### src/rtl/instruction_fetch_unit.sv
// rtl/instruction_fetch_unit.sv - PC and fetch stage with IF/ID valid/ready output register
//
// Ports:
//   clk, rst_n            clock, synchronous active-low reset
//   start                 leave IDLE and begin fetching
//   imem_addr/imem_data   address to / combinational data from instruction memory
//   redirect_valid/_pc    branch redirect pulse and target (flushes the IF/ID slot)
//   id_valid/id_ready     handshake with the decoder for id_instr/id_pc
//   halted                high while in HALTED (HALT opcode fetched)
//   fault                 PC out of range (only with PC_BOUNDS_CHECK_EN, else tied 0)
//
// Optional feature macro: PC_BOUNDS_CHECK_EN adds a sticky FAULT state entered when
// the PC reaches MEM_SIZE while a fetch would be issued.
module instruction_fetch_unit #(
    parameter int                DATA_WIDTH    = 20,
    parameter int                ADDRESS_WIDTH = 8,
    parameter int                MEM_SIZE      = 256,
    parameter logic [ADDRESS_WIDTH-1:0] RESET_PC = '0,
    parameter logic [3:0]        HALT_OPCODE   = 4'hF
) (
    input  logic                     clk,
    input  logic                     rst_n,
    input  logic                     start,
    output logic [ADDRESS_WIDTH-1:0] imem_addr,
    input  logic [DATA_WIDTH-1:0]    imem_data,
    input  logic                     redirect_valid,
    input  logic [ADDRESS_WIDTH-1:0] redirect_pc,
    input  logic                     id_ready,
    output logic                     id_valid,
    output logic [DATA_WIDTH-1:0]    id_instr,
    output logic [ADDRESS_WIDTH-1:0] id_pc,
    output logic                     halted,
    output logic                     fault
);

`ifdef PC_BOUNDS_CHECK_EN
    typedef enum logic [1:0] {S_IDLE, S_FETCH, S_HALTED, S_FAULT} state_t;
    localparam logic [ADDRESS_WIDTH:0] MEM_LIMIT = (ADDRESS_WIDTH+1)'(MEM_SIZE);
`else
    typedef enum logic [1:0] {S_IDLE, S_FETCH, S_HALTED} state_t;
`endif

    state_t                   state;
    logic [ADDRESS_WIDTH-1:0] pc;

    // The IF/ID slot can take a new word if it is empty or being drained this cycle.
    logic slot_free;
    logic transfer;
    logic is_halt;

    assign slot_free = !id_valid || id_ready;
    assign transfer  = id_valid && id_ready;
    assign is_halt   = (imem_data[DATA_WIDTH-1 -: 4] == HALT_OPCODE);
    assign imem_addr = pc;

`ifdef PC_BOUNDS_CHECK_EN
    logic pc_out_of_range;
    assign pc_out_of_range = ({1'b0, pc} >= MEM_LIMIT);
`endif

    always_ff @(posedge clk) begin
        if (!rst_n) begin
            state    <= S_IDLE;
            pc       <= RESET_PC;
            id_valid <= 1'b0;
            id_instr <= '0;
            id_pc    <= '0;
            halted   <= 1'b0;
            fault    <= 1'b0;
        end else begin
            case (state)
                S_IDLE: begin
                    if (start) begin
                        state <= S_FETCH;
                    end
                end

                S_FETCH: begin
                    if (redirect_valid) begin
                        pc       <= redirect_pc;
                        id_valid <= 1'b0;
                    end else if (slot_free) begin
`ifdef PC_BOUNDS_CHECK_EN
                        if (pc_out_of_range) begin
                            // No capture; a word still being handed over drains normally.
                            state    <= S_FAULT;
                            fault    <= 1'b1;
                            id_valid <= 1'b0;
                        end else begin
`endif
                            id_instr <= imem_data;
                            id_pc    <= pc;
                            id_valid <= 1'b1;
                            pc       <= pc + 1'b1;
                            // The HALT word itself is still presented to the decoder.
                            if (is_halt) begin
                                state  <= S_HALTED;
                                halted <= 1'b1;
                            end
`ifdef PC_BOUNDS_CHECK_EN
                        end
`endif
                    end
                end

                S_HALTED: begin
                    if (redirect_valid) begin
                        pc       <= redirect_pc;
                        id_valid <= 1'b0;
                        state    <= S_FETCH;
                        halted   <= 1'b0;
                    end else if (transfer) begin
                        id_valid <= 1'b0;
                    end
                end

`ifdef PC_BOUNDS_CHECK_EN
                S_FAULT: begin
                    // Sticky until reset; redirects are deliberately ignored here.
                    if (transfer) begin
                        id_valid <= 1'b0;
                    end
                end
`endif

                default: begin
                    state <= S_IDLE;
                end
            endcase
        end
    end

endmodule

### config.mk
export PLATFORM = sky130hd
export DESIGN_NAME = instruction_fetch_unit
export DESIGN_NICKNAME = d
export VERILOG_FILES = /design/src/rtl/instruction_fetch_unit.sv
export SDC_FILE = /design/constraint.sdc
export NUM_CORES = 1
export LEC_CHECK = 0
export BUFFER_PORTS_ARGS = -buffer_cell sky130_fd_sc_hd__buf_4
export CORE_MARGIN = 2
export CORE_UTILIZATION = 43
export CTS_CLUSTER_DIAMETER = 80
export CTS_CLUSTER_SIZE = 40
export DETAILED_ROUTE_END_ITERATION = 7
export PLACE_DENSITY = 0.79
export SLEW_MARGIN = 0
export SYNTH_ARGS = -nofsm -noshare
export SYNTH_HDL_FRONTEND = slang
export SYNTH_SLANG_ARGS = --single-unit
### constraint.sdc
create_clock -name clk -period 1.6 [get_ports clk]
set_input_delay 0.16 -clock clk [delete_from_list [all_inputs] [get_ports clk]]
set_output_delay 0.16 -clock clk [all_outputs]
set_load 0.01 [all_outputs]
; ---- After elaboration in Yosys (flattened, before gate mapping)
; Index checks and enable logic that the tools add are counted.
[totals]
regBits = 40
inputBits = 33
output_inout_bits = 39
wordCells = 48
[classes]
addsub = 1
n_eq_ne = 10
muxes = 20
n_bitwise = 1
n_reduce_logical = 10
[op_table]
columns = cell, n
row1 = 2-to-1 mux 8 bit, 3
row2 = one-hot mux 8 bit (2 select lines), 1
row3 = 2-to-1 mux 2 bit, 5
row4 = != test 2 bit (second input constant), 5
row5 = AND reduction 5 bit, 2
row6 = AND reduction 3 bit, 3
row7 = adder 8 x 1 -> 8 bit (second input constant), 1
row8 = 2-to-1 mux 1 bit, 8
row9 = != test 3 bit (second input constant), 2
row10 = one-hot mux 2 bit (3 select lines), 1
row11 = equality test 4 bit (second input constant), 1
row12 = one-hot mux 1 bit (2 select lines), 2
row13 = equality test 2 x 1 -> 1 bit (second input constant), 1
row14 = equality test 2 bit (second input constant), 1
row15 = logical NOT 2 bit, 1
row16 = nonzero test 2 bit, 1
row17 = logical AND 1 bit, 1
row18 = logical NOT 1 bit, 1
row19 = logical OR 1 bit, 1
row20 = inverter 1 bit, 1

; ---- Longest topological paths before layout
; Gate-level depths: netlist of the first run.
[depth]
ltp_word = 5
ltp_mapped = 9

; ---- Worst setup path before layout of the first run
; OpenSTA, ideal clock, no wires.
[synth_timing]
path_type = register to register
start = register state[0]
end = register pc[2], in the netlist imem_addr[2]
setup_time_ns = 0.115
t_arrival_ns = 1.584
required_time_ns = 1.485
path_slack_ns = -0.099
stages_incl_launch_ff = 10
path_buffers = 3
synth_period_minus_slack_ns = 1.699
cell_sequence = dfxtp_1 > inv_1 > ha_1 > buf_6 > or2_1 > buf_6 > buf_6 > a21oi_1 > o21ai_1 > and2_1
[synth_via]
elab_chain_len = 3
elab_cells_between_ends = 7
classes_between = eq/ne (4) / mux (1) / reduce/logical (2)
[synth_lines]
columns = element, line_no
row1 = start: declaration, 43  ; state_t state;
row2 = start signal: assignment, 63  ; state <= S_IDLE;
row3 = start signal: assignment, 74  ; state <= S_FETCH;
row4 = start signal: assignment, 97  ; state <= S_HALTED;
row5 = equality test 2 x 1 -> 1 bit or equality test 2 bit (tied branches), 71  ; case (state)
row6 = != test 3 bit (no line) (tied with other cells), n/a
row7 = AND reduction 3 bit (no line), n/a
row8 = end signal: assignment, 80  ; pc <= redirect_pc;
row9 = end signal: assignment, 94  ; pc <= pc + 1'b1;
row10 = end signal: assignment, 108  ; pc <= redirect_pc;
row11 = end: declaration, 44  ; logic [ADDRESS_WIDTH-1:0] pc;
; Parallel ways exist; a longest one is shown, timed or not.
; A chain may end at the register's enable or synchronous reset.

; ---- Worst setup path after layout of the first run
[layout_timing]
start = register state[0]
end = register state[0]
[layout_via]
elab_chain_len = 3
elab_cells_between_ends = 10
classes_between = eq/ne (7) / mux (1) / reduce/logical (2)
[layout_lines]
columns = element, line_no
row1 = equality test 2 x 1 -> 1 bit (tied with other cells), 71
row2 = != test 2 bit (no line), n/a
row3 = AND reduction 5 bit (no line), n/a
; Parallel ways exist; a longest one is shown, timed or not.

==> out/qor.csv, run 1 <==
stage,metric,value,unit
status,status,"finished, violations left",
status,failing checks,negative setup slack,
detailed_routing,routed wire length per instance,13.5,um
critical_path,crit path kind,register to register,
detailed_routing,Via density,5.19,
cts,clock slew at reported path FFs,0.08,ns
cts,CTS buffer count,5,
synthesis,"count leader, synth",nand2_1,
power,LEAKAGE,1.12,nW
synthesis,Syn Inst Count,226,
timing,count of pins over their slew limit,0,
finish,fin nets,346,
detailed_routing,Residual DRC,0,
critical_path,critical-path cell list,inv_4 > buf_6 > ha_4 > inv_2 > o22ai_2 > or4_4 > a21oi_2,
detailed_routing,total wire length,4850,um
timing,Setup TNS,-0.0199,ns
power,Net Sw Frac,0.270,
power,Sw Pwr,0.677,mW
synthesis,#FFs+latches synth,40,
synthesis,Syn Std Cell Area,1850,um2
timing,minimum clock period,1.62,ns
cts,Root Driver,clkbuf_8,
detailed_routing,Vias,1857,
detailed_routing,DR iter-0 viols,73,
floorplanning,DIE AREA,4840,um2
synthesis,post-synthesis adder-cell area fraction,0.0406,
synthesis,"EDFF count, synth",0,
finish,fill count,358,
detailed_routing,DRT Pass-1 Iters,5,
critical_path,CP max stage delay,0.54,ns
synthesis,Mapped Nets,265,
detailed_routing,routed wl met2,2260,um
cts,Max clock buf depth,2,
synthesis,"Seq/Total Area, Yosys",0.433,
timing,crit share post-route,1.01,
synthesis,Yosys cell types,48,
timing,Layout Skew,0.00840,ns
synthesis,Compound-Gate Fraction of Synth Area,0.206,
detailed_routing,max layer used,met4,
synthesis,Syn Area/Cell,8.18,um2
global_route,vias in the first global route,1709,
critical_path,Worst Setup End Kind,register,
cts,latest clock arrival within the worst-skew pair,0.29,ns
timing,final setup vio count,1,
critical_path,"Arr. time, crit path",1.84,ns
synthesis,ranking of synthesized cells by area,"dfxtp_1, nand2_1, a21oi_1, ha_1, buf_6",
placed_design,Port Buffers,70,
cts,CTS tree,built,
detailed_routing,DRT antenna net count,0,
synthesis,ys async rst share,0,
detailed_routing,met3 wire len,417,um
power,clock share of power,0.321,
critical_path,Startpoint Class,register,
power,Worst VDD drop,514,uV
finish,Antenna diodes,0,
finish,fin cells,358,
timing,Final WS setup,-0.0199,ns
timing,Fmax,0.617,GHz
cts,Post-CTS Hold Fix Bufs,0,
synthesis,post-synth top area cell,dfxtp_1,
floorplanning,IO Pins,72,
power,combinational fraction of design power,0.236,
global_route,initial antenna violation count,0,
global_route,grt ovf,0,
synthesis,XOR/XNOR Fraction of Synth Area,0,
floorplanning,initial core utilization,0.456,
synthesis,Synth top area share,0.433,
synthesis,yosys warns,0,
synthesis,ys flop type,dfxtp_1,
placed_design,DP Cell Count,348,
timing,RSZ-0062 raised after global routing,yes,
synthesis,Commonest cells post-synth,"nand2_1, dfxtp_1, a21oi_1, o21ai_0, ha_1",
global_route,Total GRT Usage,0.199,
floorplanning,core area,4060,um2
floorplanning,Site Rows,23,
cts,H-tree levels,2,
power,Seq pwr share,0.443,
power,PD cells,922,nW/um2
power,Int Pwr,1.83,mW
cts,CTS sink cnt,40,
global_route,largest net degree at the start of global routing,29,
critical_path,highest-delay cell along the critical path,or4_4,
synthesis,post-synthesis mux area share,0.00541,
timing,Final Hold Fails,0,
synthesis,Synth Area in Simple Gates,0.252,
critical_path,largest fanout on the critical path,5,
placed_design,HPWL Detailed,3470,um
placed_design,placer congestion estimate,0.869,
finish,area added between synthesis and finish,46.8,%
floorplanning,Die Y,69.6,um
synthesis,main combinational cell family by area after synthesis,simple AND/OR/NAND/NOR gates,
floorplanning,Die X,69.6,um
detailed_routing,Metal-1 WL,2120,um
finish,share of layout cells above drive strength 1,0.386,
min_path,hold crit path type,input port to register,
global_route,first-pass GRT wire length,7830,um
critical_path,"Data required, critical path",1.82,ns
flow_run,max cap viols,0,
==> worst max-delay path: cells and delay by family, from the launching register on <==
kind	cells	cell delay (ns)
buffers and inverters	3	0.21
and+or+nand+nor	1	0.54
AOI/OAI and AO/OA	2	0.24
adders and majority gates	1	0.15
DFF	1	0.41
==> placed cells by master (no fill, tap or decap), drive strengths merged, types with 2 or more instances in the layout <==
master  instances
or2             2
nand4           2
buf            88
nor2b           2
o31a            2
a21oi          37
nor2            7
a311oi          2
o31ai           3
nand2          68
nor3            2
o21ai           9
nand3           3
dfxtp          40
and3            2
clkinv          2
inv             3
clkbuf          6
o22ai           3
ha              6
==> registers in the layout, indices dropped and copies added (netlist names) <==
signal     flops
state          2
imem_addr      8
id_valid       1
id_instr      20
halted         1
id_pc          8
==> layer usage <==
metal,vias up,track usage
li1,933,-
met1,828,0.259
met2,88,0.323
met3,8,0.0552
met4,0,0.0566
met5,-,0
==> final timing paths <==
| path | startpoint | to | slack [ns] | depth (start not counted) |
|---|---|---|---|---|
| setup / recovery | state[0] | state[0] | -0.02 | 7 |
| hold / removal | imem_data[1] | id_instr[1] | 0.11 | 3 |
| setup reg to reg | state[0] | state[0] | -0.02 | 7 |
| hold reg to reg | id_instr[4] | id_instr[4] | 0.45 | 2 |
==> logic make-up (layout without fill, tap and decap cells) <==
| group | count (synthesis) | count (layout) |
|---|---|---|
| AND/OR/NAND/NOR | 97 | 97 |
| multiplexers | 1 | 1 |
| other | 1 | 1 |
| adder cells (fa/ha/maj) | 6 | 6 |
| AO/OA/AOI/OAI | 63 | 63 |
| buffers and inverters | 18 | 100 |
| flip-flops | 40 | 40 |
==> final cells by class <==
type,instances,area [um2],area share
repair buffers,88,697,0.257
clock buffers,6,72.6,0.0267
multi-input cells,168,1020,0.376
well taps,50,62.6,0.0231
clock inverters,2,35.0,0.0129
flip-flops and latches,40,806,0.297
inverters,4,20.0,0.00738
==> power by group through the flow <==
| stage | sequential (mW) | clock (mW) | combinational, mW |
|---|---|---|---|
| 2_1_floorplan | 1.15 | 0 | 0.253 |
| 3_5_place_dp | 1.12 | 0 | 0.532 |
| 4_1_cts | 1.11 | 0.822 | 0.556 |
| 3_3_place_gp | 1.12 | 0 | 0.523 |
| 5_1_grt | 1.12 | 0.867 | 0.643 |
| 6_report | 1.11 | 0.805 | 0.590 |
==> metrics by stage <==
| step | util | hold slack [ns] | cell area [um2] | power (mW) | setup WS, ns |
|---|---|---|---|---|---|
| CTS | 0.654 | 0.106 | 2660 | 2.48 | 0.000431 |
| floorplan | - | 0.296 | 1860 | 1.40 | 0.00154 |
| detailed placement | 0.614 | 0.421 | 2490 | 1.66 | -0.0833 |
| finish | 0.669 | 0.114 | 2710 | 2.50 | -0.0199 |
| global placement | 0.614 | 0.409 | 2490 | 1.64 | -0.0267 |
| global route | 0.669 | 0.108 | 2710 | 2.63 | -0.0692 |
==> repair_timing <==
| action | in CTS | in global routing |
|---|---|---|
| pin swaps | 2 | 7 |
| setup endpoints to repair | 36 | 37 |
| resized for setup | 13 | 13 |
| setup buffers | 1 | 1 |
(Power assumes the default switching activity.)
==> run 2: changes to the inputs <==
Settings changed: CORE_UTILIZATION 43 to 45, CTS_BUF_LIST set to sky130_fd_sc_hd__clkbuf_4, PLACE_DENSITY 0.79 to 0.82.
==> run 2 against run 1 <==
Against the previous run:
- largest power group unchanged
- utilization is 1.3 points lower
- design area is 4.0% lower
- the run now ends clean
- cell count is 0.28% lower
==> out/qor.csv, run 2 (same netlist as run 1, synthesis figures left out) <==
stage,metric,value,unit
finish,Antenna diodes,0,
detailed_routing,routed wire length per instance,13.4,um
power,Design Power,2.15,mW
timing,final setup vio count,0,
critical_path,Setup crit start,state[1],
critical_path,"Data required, critical path",1.88,ns
critical_path,"Arr. time, crit path",1.86,ns
placed_design,DP Cell Count,348,
floorplanning,DIE AREA,4640,um2
power,LEAKAGE,1.09,nW
critical_path,CP max stage delay,0.34,ns
finish,Largest register FFs,20,
finish,largest register by flop count,id_instr,
timing,Final Hold Fails,0,
detailed_routing,Residual DRC,0,
finish,fin nets,346,
placed_design,post-place instance area,2490,um2
floorplanning,Site Rows,23,
critical_path,Startpoint Class,register,
floorplanning,core area,3970,um2
floorplanning,IO Pins,72,
timing,Setup TNS,0,ns
detailed_routing,DRT antenna net count,0,
cts,H-tree levels,2,
placed_design,worst slack at placement,-0.0969,ns
timing,worst hold margin,0.0555,ns
min_path,hold crit path type,input port to register,
critical_path,largest fanout on the critical path,7,
floorplanning,initial core utilization,0.466,
cts,Max clock buf depth,2,
critical_path,Reg-to-Reg End,imem_addr[5],
cts,CTS tree,built,
timing,Layout Skew,0.00506,ns
status,status,"finished, final reports clean",
critical_path,Worst Reg2Reg Path Length in Cells,6,
finish,"commonest non-fill, non-tap cell in the layout",buf_4,
detailed_routing,DR iter-0 viols,129,
timing,Final WS setup,0.0205,ns
floorplanning,Die Y,68.1,um
finish,fin cells,357,
cts,clock slew at reported path FFs,0.11,ns
finish,share of layout cells above drive strength 1,0.378,
timing,Fmax,0.633,GHz
finish,final core utilization,0.656,
global_route,grt ovf,0,
critical_path,Worst Setup End Kind,register,
critical_path,critical-path cell list,buf_4 > ha_4 > or2_4 > buf_6 > o31a_1 > o22ai_2,
detailed_routing,Vias,1865,
critical_path,CP Capture Point,imem_addr[5],
critical_path,Crit Reg-Reg Startpoint,state[1],
critical_path,R2R setup slack,0.02,ns
global_route,largest net degree at the start of global routing,29,
global_route,vias in the first global route,1587,
cts,Root Driver,clkbuf_4,
critical_path,crit path kind,register to register,
global_route,first-pass GRT wire length,7190,um
detailed_routing,total wire length,4790,um
global_route,Total GRT Usage,0.204,
floorplanning,Die X,68.1,um
detailed_routing,DRT Pass-1 Iters,4,
finish,most frequent cells in the layout,"buf_4, nand2_1, dfxtp_1",
power,PD cells,825,nW/um2
power,Worst VDD drop,371,uV
placed_design,Port Buffers,70,
timing,crit share post-route,0.987,
timing,minimum clock period,1.58,ns
flow_run,max cap viols,0,
finish,fill count,349,
min_path,hold path start,imem_data[0],
placed_design,placer congestion estimate,0.864,
finish,Multi-input gate area,985,um2
finish,final instance area,2610,um2
cts,CTS buffer count,5,
global_route,initial antenna violation count,0,
finish,Reg area,806,um2
cts,CTS sink cnt,40,
timing,count of pins over their slew limit,0,
detailed_routing,Via density,5.22,
placed_design,HPWL Detailed,3490,um
timing,RSZ-0062 raised after global routing,yes,
cts,latest clock arrival within the worst-skew pair,0.34,ns
finish,area added between synthesis and finish,40.9,%
critical_path,highest-delay cell along the critical path,dfxtp_2,
## run 2: changes by cell type in the layout (fill, tap and decap cells not counted), sizes merged
cell,before,now
bufinv,1,0
## run 2: routing by layer
layer	up-vias	GRT usage	part of all wire
met2	67	0.342	0.48
met5	-	0	0
met1	856	0.257	0.43
li1	935	-	-
met3	7	0.0592	0.079
met4	0	0.0525	0.010
## run 2: repair_timing
item,in CTS,in global routing
endpoints found under the setup margin,37,36
setup buffers,1,0
hold buffers,0,0
pin swaps,2,4
hold endpoints to repair,0,0
gates resized for setup,9,6
gates cloned,0,1
## run 2: how the worst min path moves through the flow
stage / endpoint / slack, ns / cells after the start
after floorplan: id_instr[0] / 0.30 / 2
after CTS: id_instr[14] / 0.04 / 3
after global routing: id_instr[14] / 0.04 / 3
final: id_instr[0] / 0.06 / 3
after detailed placement: id_instr[14] / 0.42 / 3
after global placement: id_instr[9] / 0.41 / 3
## run 2: area by class of cell
class / count / share of cell area
Multi-Input combinational cell: 168 / 0.378
Clock buffer: 6 / 0.0173
Timing Repair Buffer: 88 / 0.264
Inverter: 4 / 0.00576
Clock inverter: 1 / 0.00192
Sequential cell: 40 / 0.309
Tap cell: 50 / 0.0240
## run 2: power by group
part | total [mW] | leakage, nW | switching [mW] | internal [mW]
logic | 0.557 | 0.734 | 0.269 | 0.288
clock network | 0.488 | 0.0315 | 0.308 | 0.179
registers | 1.10 | 0.325 | 0.0494 | 1.06
total | 2.15 | 1.09 | 0.627 | 1.52
## run 2: critical path: cells and delay by family, from the launching register on
family	cells	cell delay, ns
buffers and inverters	2	0.28
flip-flops	1	0.34
AO/OA/AOI/OAI	2	0.41
adder cells (fa/ha/maj)	1	0.20
AND/OR/NAND/NOR	1	0.29
==> run 3: changes to the inputs <==
Settings changed: CORE_UTILIZATION 45 to 38, CTS_CLUSTER_DIAMETER 80 to 60, PLACE_DENSITY 0.82 to 0.71.
==> run 3 against run 2 <==
Against the previous run:
- die area is 17% higher
- largest power group unchanged
- highest routed layer unchanged
- global-route usage shrank 3.8 points
- worst setup slack got worse by 0.0031 ns
==> out/qor.csv, run 3 (same netlist as run 1, synthesis figures left out) <==
stage,metric,value,unit
timing,RSZ-0062 raised after global routing,yes,
cts,CTS sink cnt,40,
critical_path,"Arr. time, crit path",1.86,ns
flow_run,max cap viols,0,
finish,most frequent cells in the layout,"buf_4, nand2_1, dfxtp_1",
timing,count of pins over their slew limit,0,
finish,Largest register FFs,20,
min_path,hold crit path type,input port to register,
timing,final setup vio count,0,
global_route,first-pass GRT wire length,7020,um
floorplanning,IO Pins,72,
detailed_routing,routed wire length per instance,13.0,um
finish,share of layout cells above drive strength 1,0.394,
min_path,hold path start,imem_data[13],
finish,fill count,447,
finish,area added between synthesis and finish,47.0,%
finish,final core utilization,0.575,
detailed_routing,DR iter-0 viols,112,
placed_design,worst slack at placement,-0.0575,ns
cts,H-tree levels,2,
floorplanning,Die Y,73.8,um
timing,Fmax,0.632,GHz
timing,worst hold margin,0.0484,ns
timing,Layout Skew,0.00544,ns
floorplanning,Die X,73.8,um
floorplanning,initial core utilization,0.392,
detailed_routing,DRT Pass-1 Iters,4,
global_route,vias in the first global route,1556,
floorplanning,core area,4720,um2
timing,Final Hold Fails,0,
global_route,Total GRT Usage,0.167,
finish,"commonest non-fill, non-tap cell in the layout",buf_4,
detailed_routing,total wire length,4900,um
placed_design,Port Buffers,70,
finish,fin nets,348,
finish,largest register by flop count,id_instr,
critical_path,largest fanout on the critical path,6,
detailed_routing,DRT antenna net count,0,
timing,crit share post-route,0.989,
critical_path,Worst Setup End Kind,register,
placed_design,HPWL Detailed,3330,um
power,Worst VDD drop,408,uV
timing,Final WS setup,0.0174,ns
cts,Root Driver,clkbuf_4,
power,LEAKAGE,1.12,nW
critical_path,crit path kind,register to register,
detailed_routing,Residual DRC,0,
global_route,grt ovf,0,
floorplanning,DIE AREA,5440,um2
global_route,largest net degree at the start of global routing,29,
cts,CTS buffer count,5,
timing,minimum clock period,1.58,ns
floorplanning,Site Rows,25,
cts,Max clock buf depth,2,
critical_path,Startpoint Class,register,
critical_path,Crit Reg-Reg Startpoint,state[0],
finish,Antenna diodes,0,
placed_design,placer congestion estimate,0.926,
global_route,initial antenna violation count,0,
cts,latest clock arrival within the worst-skew pair,0.34,ns
power,PD cells,875,nW/um2
critical_path,"Data required, critical path",1.88,ns
status,status,"finished, final reports clean",
detailed_routing,Via density,4.88,
critical_path,Setup crit start,state[0],
cts,clock slew at reported path FFs,0.12,ns
detailed_routing,Vias,1838,
cts,CTS tree,built,
## run 3: area by class of cell
cell class              instances  area [um2]  area share
clock buffers                   5        37.5      0.0138
clock inverters                 3        42.5      0.0157
inverters                       4        17.5     0.00645
multi-input cells             169        1030       0.378
flip-flops and latches         40         806       0.297
well taps                      67        83.8      0.0308
repair buffers                 89         704       0.259
## run 3: what timing repair did
action	4_1_cts	5_1_grt
gates cloned	0	1
buffers inserted	0	4
gates resized for setup	8	18
pin swaps	1	7
hold buffers	0	0
setup endpoints to repair	13	22
## run 3: per-layer routing
layer,track usage,share of wire,vias up
li1,-,-,943
met1,0.215,0.44,824
met2,0.266,0.49,67
met3,0.0439,0.066,4
met4,0.0646,0.0067,0
met5,0,0,-
## run 3: worst paths after layout
check / slack [ns] / cells past startpoint / endpoint
worst min register to register: 0.46 / 2 / id_pc[2]
worst max-delay path: 0.02 / 6 / state[0]
worst min-delay path: 0.05 / 3 / id_instr[13]
worst max register to register: 0.02 / 6 / state[0]
## run 3: worst max-delay path, cell delays in order, from the launching register on
cell and delay (ns):
dfxtp_2 0.36, buf_6 0.13, ha_4 0.15, buf_6 0.12, o21a_1 0.11, or4_4 0.51, a21oi_2 0.14
## run 3: through the flow
step / power, mW / setup TNS [ns] / cell area [um2] / instances
3_5_place_dp: 1.65 / -0.194 / 2510 / 364
3_3_place_gp: 1.64 / 0 / 2510 / 364
6_report: 2.38 / 0 / 2720 / 377
2_1_floorplan: 1.40 / 0 / 1860 / 226
4_1_cts: 2.32 / -0.0217 / 2600 / 372
5_1_grt: 2.52 / -0.0510 / 2720 / 377
## run 3: report_power, final
group          switching, mW  internal [mW]
clock                  0.331          0.326
combinational          0.298          0.325
sequential            0.0438           1.05
